**config.mk**
```make
export PLATFORM = sky130hd
export DESIGN_NAME = condicionador_entradas_flat
export DESIGN_NICKNAME = d
export VERILOG_FILES = /design/src/rtl/condicionador_entradas_if.sv /design/src/rtl/condicionador_entradas.sv /design/src/flat_wrapper.sv
export SDC_FILE = /design/constraint.sdc
export NUM_CORES = 1
export LEC_CHECK = 0
export CAP_MARGIN = 25
export CORE_UTILIZATION = 46
export DETAILED_ROUTE_END_ITERATION = 12
export PLACE_DENSITY = 0.6
export SLEW_MARGIN = 10
export SYNTH_ARGS = -nofsm -noshare
export SYNTH_HDL_FRONTEND = slang
export SYNTH_SLANG_ARGS = --single-unit
export TNS_END_PERCENT = 20
```
**constraint.sdc**
```tcl
create_clock -name clk -period 2.7 [get_ports clk]
set_input_delay 0.54 -clock clk [delete_from_list [all_inputs] [get_ports clk]]
set_output_delay 0.54 -clock clk [all_outputs]
set_load 0.02 [all_outputs]
```
**src/rtl/condicionador_entradas_if.sv**
```systemverilog
// Raw sensor inputs and conditioned outputs of the input conditioner.
// The master drives the raw levels; the slave (the conditioner) returns the debounced signals.
interface condicionador_entradas_if;
   logic btn_raw;
   logic ir_raw;
   logic btn_level;
   logic btn_press;
   logic btn_long;
   logic ir_level;
   logic ir_rise;
   logic ir_fall;

   modport master (
      output btn_raw, ir_raw,
      input  btn_level, btn_press, btn_long, ir_level, ir_rise, ir_fall
   );

   modport slave (
      input  btn_raw, ir_raw,
      output btn_level, btn_press, btn_long, ir_level, ir_rise, ir_fall
   );
endinterface

```
**src/rtl/condicionador_entradas.sv**
```systemverilog
// Input conditioner: synchronizes, debounces and edge-detects the push button and
// the infrared presence sensor, and flags a long button hold.
module condicionador_entradas #(
   parameter int unsigned DEBOUNCE_CYC = 20,
   parameter int unsigned LONG_CYC     = 1000
) (
   input logic                   clk,
   input logic                   rst,
   condicionador_entradas_if.slave bus
);

   localparam int unsigned CNT_W  = $clog2(DEBOUNCE_CYC + 1);
   localparam int unsigned HOLD_W = $clog2(LONG_CYC + 1);

   typedef enum logic [1:0] {
      STABLE_LO = 2'd0,
      CHK_HI    = 2'd1,
      STABLE_HI = 2'd2,
      CHK_LO    = 2'd3
   } state_t;

   // Channel 0 is the button, channel 1 the presence sensor.
   logic [1:0] raw;
   logic [1:0] level;
   logic [1:0] level_nxt;

   assign raw = {bus.ir_raw, bus.btn_raw};

   for (genvar i = 0; i < 2; i++) begin : g_ch
      logic             sync1;
      logic             sync2;
      state_t           state;
      state_t           state_nxt;
      logic [CNT_W-1:0] cnt;
      logic [CNT_W-1:0] cnt_nxt;
      logic             lvl;
      logic             lvl_nxt;

      always_ff @(posedge clk or posedge rst) begin
         if (rst) begin
            sync1 <= 1'b0;
            sync2 <= 1'b0;
            state <= STABLE_LO;
            cnt   <= '0;
            lvl   <= 1'b0;
         end else begin
            sync1 <= raw[i];
            sync2 <= sync1;
            state <= state_nxt;
            cnt   <= cnt_nxt;
            lvl   <= lvl_nxt;
         end
      end

      // Level flips on the edge the bounce count would reach DEBOUNCE_CYC.
      always_comb begin
         state_nxt = state;
         cnt_nxt   = cnt;
         lvl_nxt   = lvl;
         unique case (state)
            STABLE_LO: begin
               if (sync2) begin
                  if (DEBOUNCE_CYC == 1) begin
                     state_nxt = STABLE_HI;
                     cnt_nxt   = '0;
                     lvl_nxt   = 1'b1;
                  end else begin
                     state_nxt = CHK_HI;
                     cnt_nxt   = CNT_W'(1);
                  end
               end
            end
            CHK_HI: begin
               if (!sync2) begin
                  state_nxt = STABLE_LO;
                  cnt_nxt   = '0;
               end else if (cnt == CNT_W'(DEBOUNCE_CYC - 1)) begin
                  state_nxt = STABLE_HI;
                  cnt_nxt   = '0;
                  lvl_nxt   = 1'b1;
               end else begin
                  cnt_nxt = cnt + CNT_W'(1);
               end
            end
            STABLE_HI: begin
               if (!sync2) begin
                  if (DEBOUNCE_CYC == 1) begin
                     state_nxt = STABLE_LO;
                     cnt_nxt   = '0;
                     lvl_nxt   = 1'b0;
                  end else begin
                     state_nxt = CHK_LO;
                     cnt_nxt   = CNT_W'(1);
                  end
               end
            end
            CHK_LO: begin
               if (sync2) begin
                  state_nxt = STABLE_HI;
                  cnt_nxt   = '0;
               end else if (cnt == CNT_W'(DEBOUNCE_CYC - 1)) begin
                  state_nxt = STABLE_LO;
                  cnt_nxt   = '0;
                  lvl_nxt   = 1'b0;
               end else begin
                  cnt_nxt = cnt + CNT_W'(1);
               end
            end
            default: begin
               state_nxt = STABLE_LO;
               cnt_nxt   = '0;
               lvl_nxt   = 1'b0;
            end
         endcase
      end

      assign level[i]     = lvl;
      assign level_nxt[i] = lvl_nxt;
   end

   logic [HOLD_W-1:0] hold;
   logic              btn_press_q;
   logic              btn_long_q;
   logic              ir_rise_q;
   logic              ir_fall_q;

   // Edge pulses share the edge on which the level toggles; hold saturates so long fires once.
   always_ff @(posedge clk or posedge rst) begin
      if (rst) begin
         hold        <= '0;
         btn_press_q <= 1'b0;
         btn_long_q  <= 1'b0;
         ir_rise_q   <= 1'b0;
         ir_fall_q   <= 1'b0;
      end else begin
         btn_press_q <= level_nxt[0] & ~level[0];
         ir_rise_q   <= level_nxt[1] & ~level[1];
         ir_fall_q   <= ~level_nxt[1] & level[1];
         btn_long_q  <= level[0] && (hold == HOLD_W'(LONG_CYC - 1));
         if (!level[0]) begin
            hold <= '0;
         end else if (hold != HOLD_W'(LONG_CYC)) begin
            hold <= hold + HOLD_W'(1);
         end
      end
   end

   assign bus.btn_level = level[0];
   assign bus.ir_level  = level[1];
   assign bus.btn_press = btn_press_q;
   assign bus.btn_long  = btn_long_q;
   assign bus.ir_rise   = ir_rise_q;
   assign bus.ir_fall   = ir_fall_q;

endmodule

```
**src/flat_wrapper.sv**
```systemverilog
// flat-port wrapper written by rule: the top's interface ports become plain ports
module condicionador_entradas_flat 
#(
   parameter int unsigned DEBOUNCE_CYC = 20,
   parameter int unsigned LONG_CYC     = 1000
)
  (clk, rst, bus_btn_raw, bus_ir_raw, bus_btn_level, bus_btn_press, bus_btn_long, bus_ir_level, bus_ir_rise, bus_ir_fall);
  condicionador_entradas_if bus_i ();
  input logic clk;
  input logic rst;
  input wire logic [$bits(bus_i.btn_raw)-1:0] bus_btn_raw;
  input wire logic [$bits(bus_i.ir_raw)-1:0] bus_ir_raw;
  output wire logic [$bits(bus_i.btn_level)-1:0] bus_btn_level;
  output wire logic [$bits(bus_i.btn_press)-1:0] bus_btn_press;
  output wire logic [$bits(bus_i.btn_long)-1:0] bus_btn_long;
  output wire logic [$bits(bus_i.ir_level)-1:0] bus_ir_level;
  output wire logic [$bits(bus_i.ir_rise)-1:0] bus_ir_rise;
  output wire logic [$bits(bus_i.ir_fall)-1:0] bus_ir_fall;
  assign bus_i.btn_raw = bus_btn_raw;
  assign bus_i.ir_raw = bus_ir_raw;
  assign bus_btn_level = bus_i.btn_level;
  assign bus_btn_press = bus_i.btn_press;
  assign bus_btn_long = bus_i.btn_long;
  assign bus_ir_level = bus_i.ir_level;
  assign bus_ir_rise = bus_i.ir_rise;
  assign bus_ir_fall = bus_i.ir_fall;
  condicionador_entradas #(.DEBOUNCE_CYC(DEBOUNCE_CYC), .LONG_CYC(LONG_CYC)) u_core (.clk(clk), .rst(rst), .bus(bus_i));
endmodule
```
==> results.md, run 1 <==
* CP top delay family: buffers and inverters
* Required time worst endpoint at 2.16 ns
* Post-synth EDFFs at 0
* Most frequent cells in the layout: dfrtp_1, nand2_1, o21ai_0, and2_1, clkdlybuf4s50_1
* Tightest Hold Check Type: reg2reg
* Wire per inst at 12.5 um
* MaxCap Viol Count at 0
* # hold bufs at CTS at 0
* Leading cell type in the layout, fill and taps excluded: dfrtp_1
* CP Max Fanout at 17
* TritonCTS sink count at 34
* Final wirelength at 2620 um
* CP Class: reg2out
* N_diodes at 0
* Initial Utilization at 50.1%
* CP max-delay cell: clkdlybuf4s50_1
* DRC viols at 0
* WP data arrival at 1.65 ns
* Worst Skew at 0.00310 ns
* Vias per inst at 5.20
* Fin area at 1790 um2
* Fmax at 457 MHz
* Fin. Hold Viols at 0
* Fin Hold WS at 0.357 ns
* Synth top area share at 53.5%
* GRT busiest layer: met2
* Cell taking the most area after synthesis: dfrtp_1
* Met2 Resource Use GR at 26.7%
* Period utilisation layout at 81.1%
* Synth top area cells: dfrtp_1, and2_1, nand2_1
* Pin count of the biggest net entering global routing at 24
* RSZ-0062 raised after global routing: no
* Slew headroom at 68.9%
* Clk Latency, worst-skew pair at 0.31 ns
* Initial DRC Count at 80
* RePlAce Congestion at 0.769
* Total GRT Usage at 17.4%
* Synthesized area at 1590 um2
* Syn Nets at 158
* Count of final max-slew check failures at 0
* RR Startpoint: u_core.hold[0]
* Longest Clk Path Bufs at 2
* Pwr Total at 0.870 mW
* HPWL Detailed at 1860 um
* Avg Inst Size Synth at 10.6 um2
* First-pass GRT wire length at 4710 um
* Cells after synthesis at 150
* Number of CTS-inserted buffers at 5
* Placed Area at 1730 um2
* Post-synth top flop: dfrtp_1
* Cells along the critical path: clkdlybuf4s50_1
* FF-to-FF End: u_core.hold[0]
* Worst slew pin tran at 0.467 ns
* CP max stage delay at 0.69 ns
* FF-to-FF path depth at 6
* Startpoint Class: flop
* ANT nets after route at 0
* Setup TNS at 0 ns
* Detailed Routing Iterations Pass 1 at 4
* Hold Path Stages at 0
* Die area at 3700 um2
* Pwr dens at 486 nW/um2
* Vias in the first global route at 1057
* Leakage at 0.783 nW
* Share of cells above drive strength 1 at 7.27%
* Nets at 172
* Resized cells post-CTS at 0
* VDD IR max at 0.000307 V
* Met3 usage at 5.12%
* Std-Cell Rows at 20
* R2R Setup Slk at 1.23 ns
* Status: finished, final reports clean
* Buf+Inv Stages, Crit Path at 1
* Reg clk slew, reported paths at 0.10 ns
* Total core area at 3180 um2
* Unique cell type count in the Yosys netlist at 38
* H-tree depth at 2
* # IOs at 10
* Setup crit end kind: primary output
* Post-synthesis async set-or-reset flop share at 100%
* PortBufs at 9
* Synth Register Bits at 34
* Setup Buffers After CTS at 0
* Clk root buf: clkbuf_4
* Seq/Total Area, Yosys at 53.5%
* Die Width at 60.8 um
* Gr ovfl total at 0
* Initial antenna violation count at 0
* Worst Hold Launch: u_core.g_ch[1].sync1
* Crit path time final at 2.19 ns
* CTS tree: built
* Final setup violation count at 0
* Worst Setup SP: u_core.bus.btn_level
* Area grow syn2layout at 12.5%
* Vias at 1087
* Hold Path End: u_core.g_ch[1].sync2
* Die Ht at 60.8 um
* Met1 Usage GRT at 23.7%
* Synth warnings at 0
Yosys cell counts (all sizes together) (2+ instances only):
| master | instances |
|---|---|
| dfrtp | 34 |
| nand2 | 18 |
| o21ai | 12 |
| and2 | 11 |
| inv | 6 |
| nand3 | 6 |
| xnor2 | 6 |
| a21oi | 5 |
| nor3 | 5 |
| ha | 4 |
| nor2 | 4 |
| xor2 | 4 |
| nand3b | 3 |
| nor2b | 3 |
| nor4b | 3 |
| a22o | 2 |
| and4bb | 2 |
| clkbuf | 2 |
| nand4 | 2 |
| o21a | 2 |
| or3 | 2 |
how the worst max path moves through the flow:
stage | to | slack [ns] | cells past startpoint
floorplan | u_core.g_ch[1].cnt[3] | 1.38 | 5
CTS | bus_btn_level | 0.49 | 1
finish | bus_btn_level | 0.51 | 1
global placement | bus_btn_level | 0.90 | 1
detailed placement | bus_btn_level | 0.84 | 1
global route | bus_btn_level | 0.40 | 1
per-stage QoR:
step           setup WS (ns)  utilization (%)  instances
2_1_floorplan           1.38                -        150
3_3_place_gp           0.902             54.4        201
3_5_place_dp           0.843             54.4        201
4_1_cts                0.489             56.3        209
5_1_grt                0.403             56.3        209
6_report               0.510             56.3        209
where the power goes:
| group | internal [mW] | switching (mW) |
|---|---|---|
| combinational | 0.0225 | 0.0275 |
| clock | 0.126 | 0.156 |
| sequential | 0.523 | 0.0146 |
| total | 0.672 | 0.198 |
metal layers:
metal / share of wire [%] / routed length [um]
met5: 0 / 0
met4: 0.80 / 21
met3: 2.8 / 73
met2: 45 / 1190
met1: 51 / 1340
area by class of cell:
class	instances	area (um2)
Multi-Input combinational cell	107	704
Tap cell	44	55.1
Timing Repair Buffer	10	97.6
Clock inverter	1	5.00
Inverter	6	22.5
Clock buffer	7	55.1
Sequential cell	34	851
Fill cell	316	1390
flip-flops by register name (all words and copies together), names as in the netlist, named ones only:
signal and cells:
u_core.bus.btn_level 1, u_core.bus.btn_long 1, u_core.bus.btn_press 1, u_core.bus.ir_fall 1, u_core.bus.ir_level 1, u_core.bus.ir_rise 1
u_core.g_ch.cnt 10, u_core.g_ch.state 2, u_core.g_ch.sync1 2, u_core.g_ch.sync2 2, u_core.hold 10
cell families after synthesis:
| group | share of synthesized area (%) |
|---|---|
| XOR/XNOR | 5.50 |
| multiplexers | 0.629 |
| AO/OA/AOI/OAI | 11.3 |
| buffers and inverters | 2.28 |
| AND/OR/NAND/NOR | 23.7 |
| flip-flops | 53.5 |
| adder cells (fa/ha/maj) | 3.14 |
No activity file was read; power rests on OpenSTA's default activity.
==> inputs of run 2 (changes only) <==
--- a/config.mk
+++ b/config.mk
@@ -8,7 +8,7 @@
 export CAP_MARGIN = 25
 export CORE_UTILIZATION = 46
 export DETAILED_ROUTE_END_ITERATION = 12
-export PLACE_DENSITY = 0.6
+export PLACE_DENSITY = 0.63
 export SLEW_MARGIN = 10
 export SYNTH_ARGS = -nofsm -noshare
 export SYNTH_HDL_FRONTEND = slang
==> constraint.sdc (replaced) <==
create_clock -name clk -period 2 [get_ports clk]
set_input_delay 0.4 -clock clk [delete_from_list [all_inputs] [get_ports clk]]
set_output_delay 0.4 -clock clk [all_outputs]
set_load 0.02 [all_outputs]
==> run 2 against run 1 <==
Count of clock-buffer cells in the layout unchanged. Cell area up 0.42%. Register-to-register slack worse by 0.68 ns. Routed wire length grew 3.5%. Clock power up 39%. Worst setup slack worse by 0.27 ns. Global-route usage increased by 0.35 points. Power up 36%. Core utilization rose by 0.24 points. Die area stayed put. Sequential power rose by 35%. Clock skew is essentially flat. Critical endpoint is now bus_ir_level.
==> results.md, run 2 (same netlist as run 1, synthesis figures left out) <==
* Hold Path End: u_core.g_ch[1].sync2
* Final wirelength at 2710 um (+3.5%)
* Resized cells post-CTS at 0 (unchanged)
* FF-to-FF End: u_core.g_ch[1].cnt[3]
* Leakage at 0.788 nW (+0.70%)
* RePlAce Congestion at 0.781 (+1.7%)
* H-tree depth at 2 (unchanged)
* Buf+Inv Stages, Crit Path at 1 (unchanged)
* Share of cells above drive strength 1 at 7.83% (+0.56 points)
* Clock network power share at 33.0% (+0.6 points)
* Area grow syn2layout at 13.0%
* Die area at 3700 um2 (unchanged)
* Setup TNS at 0 ns (unchanged)
* FF-to-FF path depth at 4 (-2)
* Post-route core utilization at 56.6% (+0.24 points)
* Slew headroom at 72.6% (+3.7 points)
* Setup Buffers After CTS at 0 (unchanged)
* Vias in the first global route at 1094 (+3.5%)
* Required time worst endpoint at 1.60 ns (-0.56 ns)
* Worst slew pin tran at 0.411 ns (-0.0560 ns)
* ANT nets after route at 0 (unchanged)
* Cells along the critical path: clkdlybuf4s50_1
* Total core area at 3180 um2 (unchanged)
* Most frequent cells in the layout: dfrtp_1, nand2_1, o21ai_0, and2_1, clkdlybuf4s50_1
* Clk Latency, worst-skew pair at 0.33 ns (+0.02 ns)
* Clk root buf: clkbuf_4
* TritonCTS sink count at 34 (unchanged)
* CP Class: reg2out
* Cell count after placement at 202 (+0.50%)
* Final setup violation count at 0 (unchanged)
* Pwr Total at 1.19 mW (+36%)
* VDD IR max at 0.000447 V (+45%)
* Pin count of the biggest net entering global routing at 35 (+46%)
* DRC viols at 0 (unchanged)
* Filler cells at 301 (-4.7%)
* Pwr dens at 660 nW/um2 (+36%)
* Largest regs: u_core.g_ch.cnt x10, u_core.hold x10
* Period utilisation layout at 88.0%
* Leading cell type in the layout, fill and taps excluded: dfrtp_1
* Seq pwr share at 61.2% (-0.6 points)
* Power Internal at 0.907 mW (+35%)
* CTS tree: built
* N_diodes at 0 (unchanged)
* PortBufs at 9 (unchanged)
* Total GRT Usage at 17.8% (+0.35 points)
* # hold bufs at CTS at 0 (unchanged)
* CP max-delay cell: clkdlybuf4s50_1
* Count of final max-slew check failures at 0 (unchanged)
* First-pass GRT wire length at 4710 um (unchanged)
* PnR worst setup slack at 0.239 ns (-0.271 ns)
* CP top delay family: buffers and inverters
* Fin. Hold Viols at 0 (unchanged)
* Std-Cell Rows at 20 (unchanged)
* Fmax at 568 MHz
* R2R Setup Slk at 0.55 ns (-0.68 ns)
* Worst Hold Launch: u_core.g_ch[1].sync1
* Initial DRC Count at 59 (-26%)
* Nets at 173 (+0.58%)
* CP Max Fanout at 5 (-12)
* Tightest Hold Check Type: reg2reg
* Status: finished, final reports clean
* HPWL Detailed at 1950 um (+4.7%)
* # IOs at 10 (unchanged)
* MaxCap Viol Count at 0 (unchanged)
* Initial antenna violation count at 0 (unchanged)
* Worst Skew at 0.00330 ns (+0.000201 ns)
* Switching pwr at 0.279 mW (+41%)
* Detailed Routing Iterations Pass 1 at 4 (unchanged)
* Die Width at 60.8 um (unchanged)
* Wire per inst at 12.9 um (+3.0%)
* Setup crit end kind: primary output
* DP Worst Slack at 0.539 ns (-0.304 ns)
* Number of CTS-inserted buffers at 5 (unchanged)
* WP data arrival at 1.36 ns (-0.29 ns)
* Hold Path Stages at 0 (unchanged)
* RSZ-0062 raised after global routing: no
* Startpoint Class: flop
* Longest Clk Path Bufs at 2 (unchanged)
* Gr ovfl total at 0 (unchanged)
* Vias per inst at 5.26 (+1.2%)
* Layout Cells excl Fill at 210 (+0.48%)
* Combinational Power Share at 5.8% (about the same)
* Initial Utilization at 50.1% (unchanged)
* Crit path time final at 1.76 ns
* Vias at 1105 (+1.7%)
* Reg clk slew, reported paths at 0.10 ns (about the same)
* CP max stage delay at 0.62 ns (-0.07 ns)
* Die Ht at 60.8 um (unchanged)
* Sw Share at 23.5% (+0.77 points)
==> run 2: cell type report <==
class                   count  area (um2)  area share (%)
clock inverters             1        5.00           0.278
multi-input cells         107         704            39.2
clock buffers               7        55.1            3.06
flip-flops and latches     34         851            47.3
repair buffers             11         105            5.85
inverters                   6        22.5            1.25
well taps                  44        55.1            3.06
==> run 2: routing by layer <==
metal  up-vias  part of all wire, %  track usage [%]
met4         0                  1.1             7.79
met3         5                  3.5             5.12
met2        15                   47             29.5
met1       527                   48             21.5
met5         -                    0                0
li1        558                    -                -
==> run 2: metrics by stage <==
| stage | cell area [um2] | hold slack (ns) |
|---|---|---|
| 3_5_place_dp | 1740 | 0.340 |
| 2_1_floorplan | 1590 | 0.331 |
| 3_3_place_gp | 1740 | 0.336 |
| 4_1_cts | 1800 | 0.364 |
| 5_1_grt | 1800 | 0.361 |
| 6_report | 1800 | 0.359 |
==> run 2: worst max-delay path by stage <==
stage                        start               endpoint  slack (ns)  cells after the start
6_report       u_core.bus.ir_level           bus_ir_level        0.24                      1
5_1_grt        u_core.bus.ir_level           bus_ir_level        0.15                      1
4_1_cts        u_core.bus.ir_level           bus_ir_level        0.23                      1
3_5_place_dp        u_core.hold[0]         u_core.hold[0]        0.54                      6
3_3_place_gp                  flop  u_core.g_ch[1].cnt[3]        0.62                      4
2_1_floorplan                 flop  u_core.g_ch[1].cnt[3]        0.68                      5
==> run 2: power by group through the flow <==
stage	clock, mW	sequential [mW]	combinational (mW)
2_1_floorplan	0	0.734	0.0521
5_1_grt	0.437	0.730	0.0814
6_report	0.392	0.726	0.0684
3_5_place_dp	0	0.740	0.0699
3_3_place_gp	0	0.739	0.0662
4_1_cts	0.398	0.726	0.0701
==> inputs of run 3 (changes only) <==
--- a/config.mk
+++ b/config.mk
@@ -8,6 +8,7 @@
 export CAP_MARGIN = 25
 export CORE_UTILIZATION = 46
 export DETAILED_ROUTE_END_ITERATION = 12
+export GPL_ROUTABILITY_DRIVEN = 0
 export PLACE_DENSITY = 0.63
 export SLEW_MARGIN = 10
 export SYNTH_ARGS = -nofsm -noshare
==> results of run 3 <==
Same layout as run 2: the final DEF is identical, and so are final timing and power.
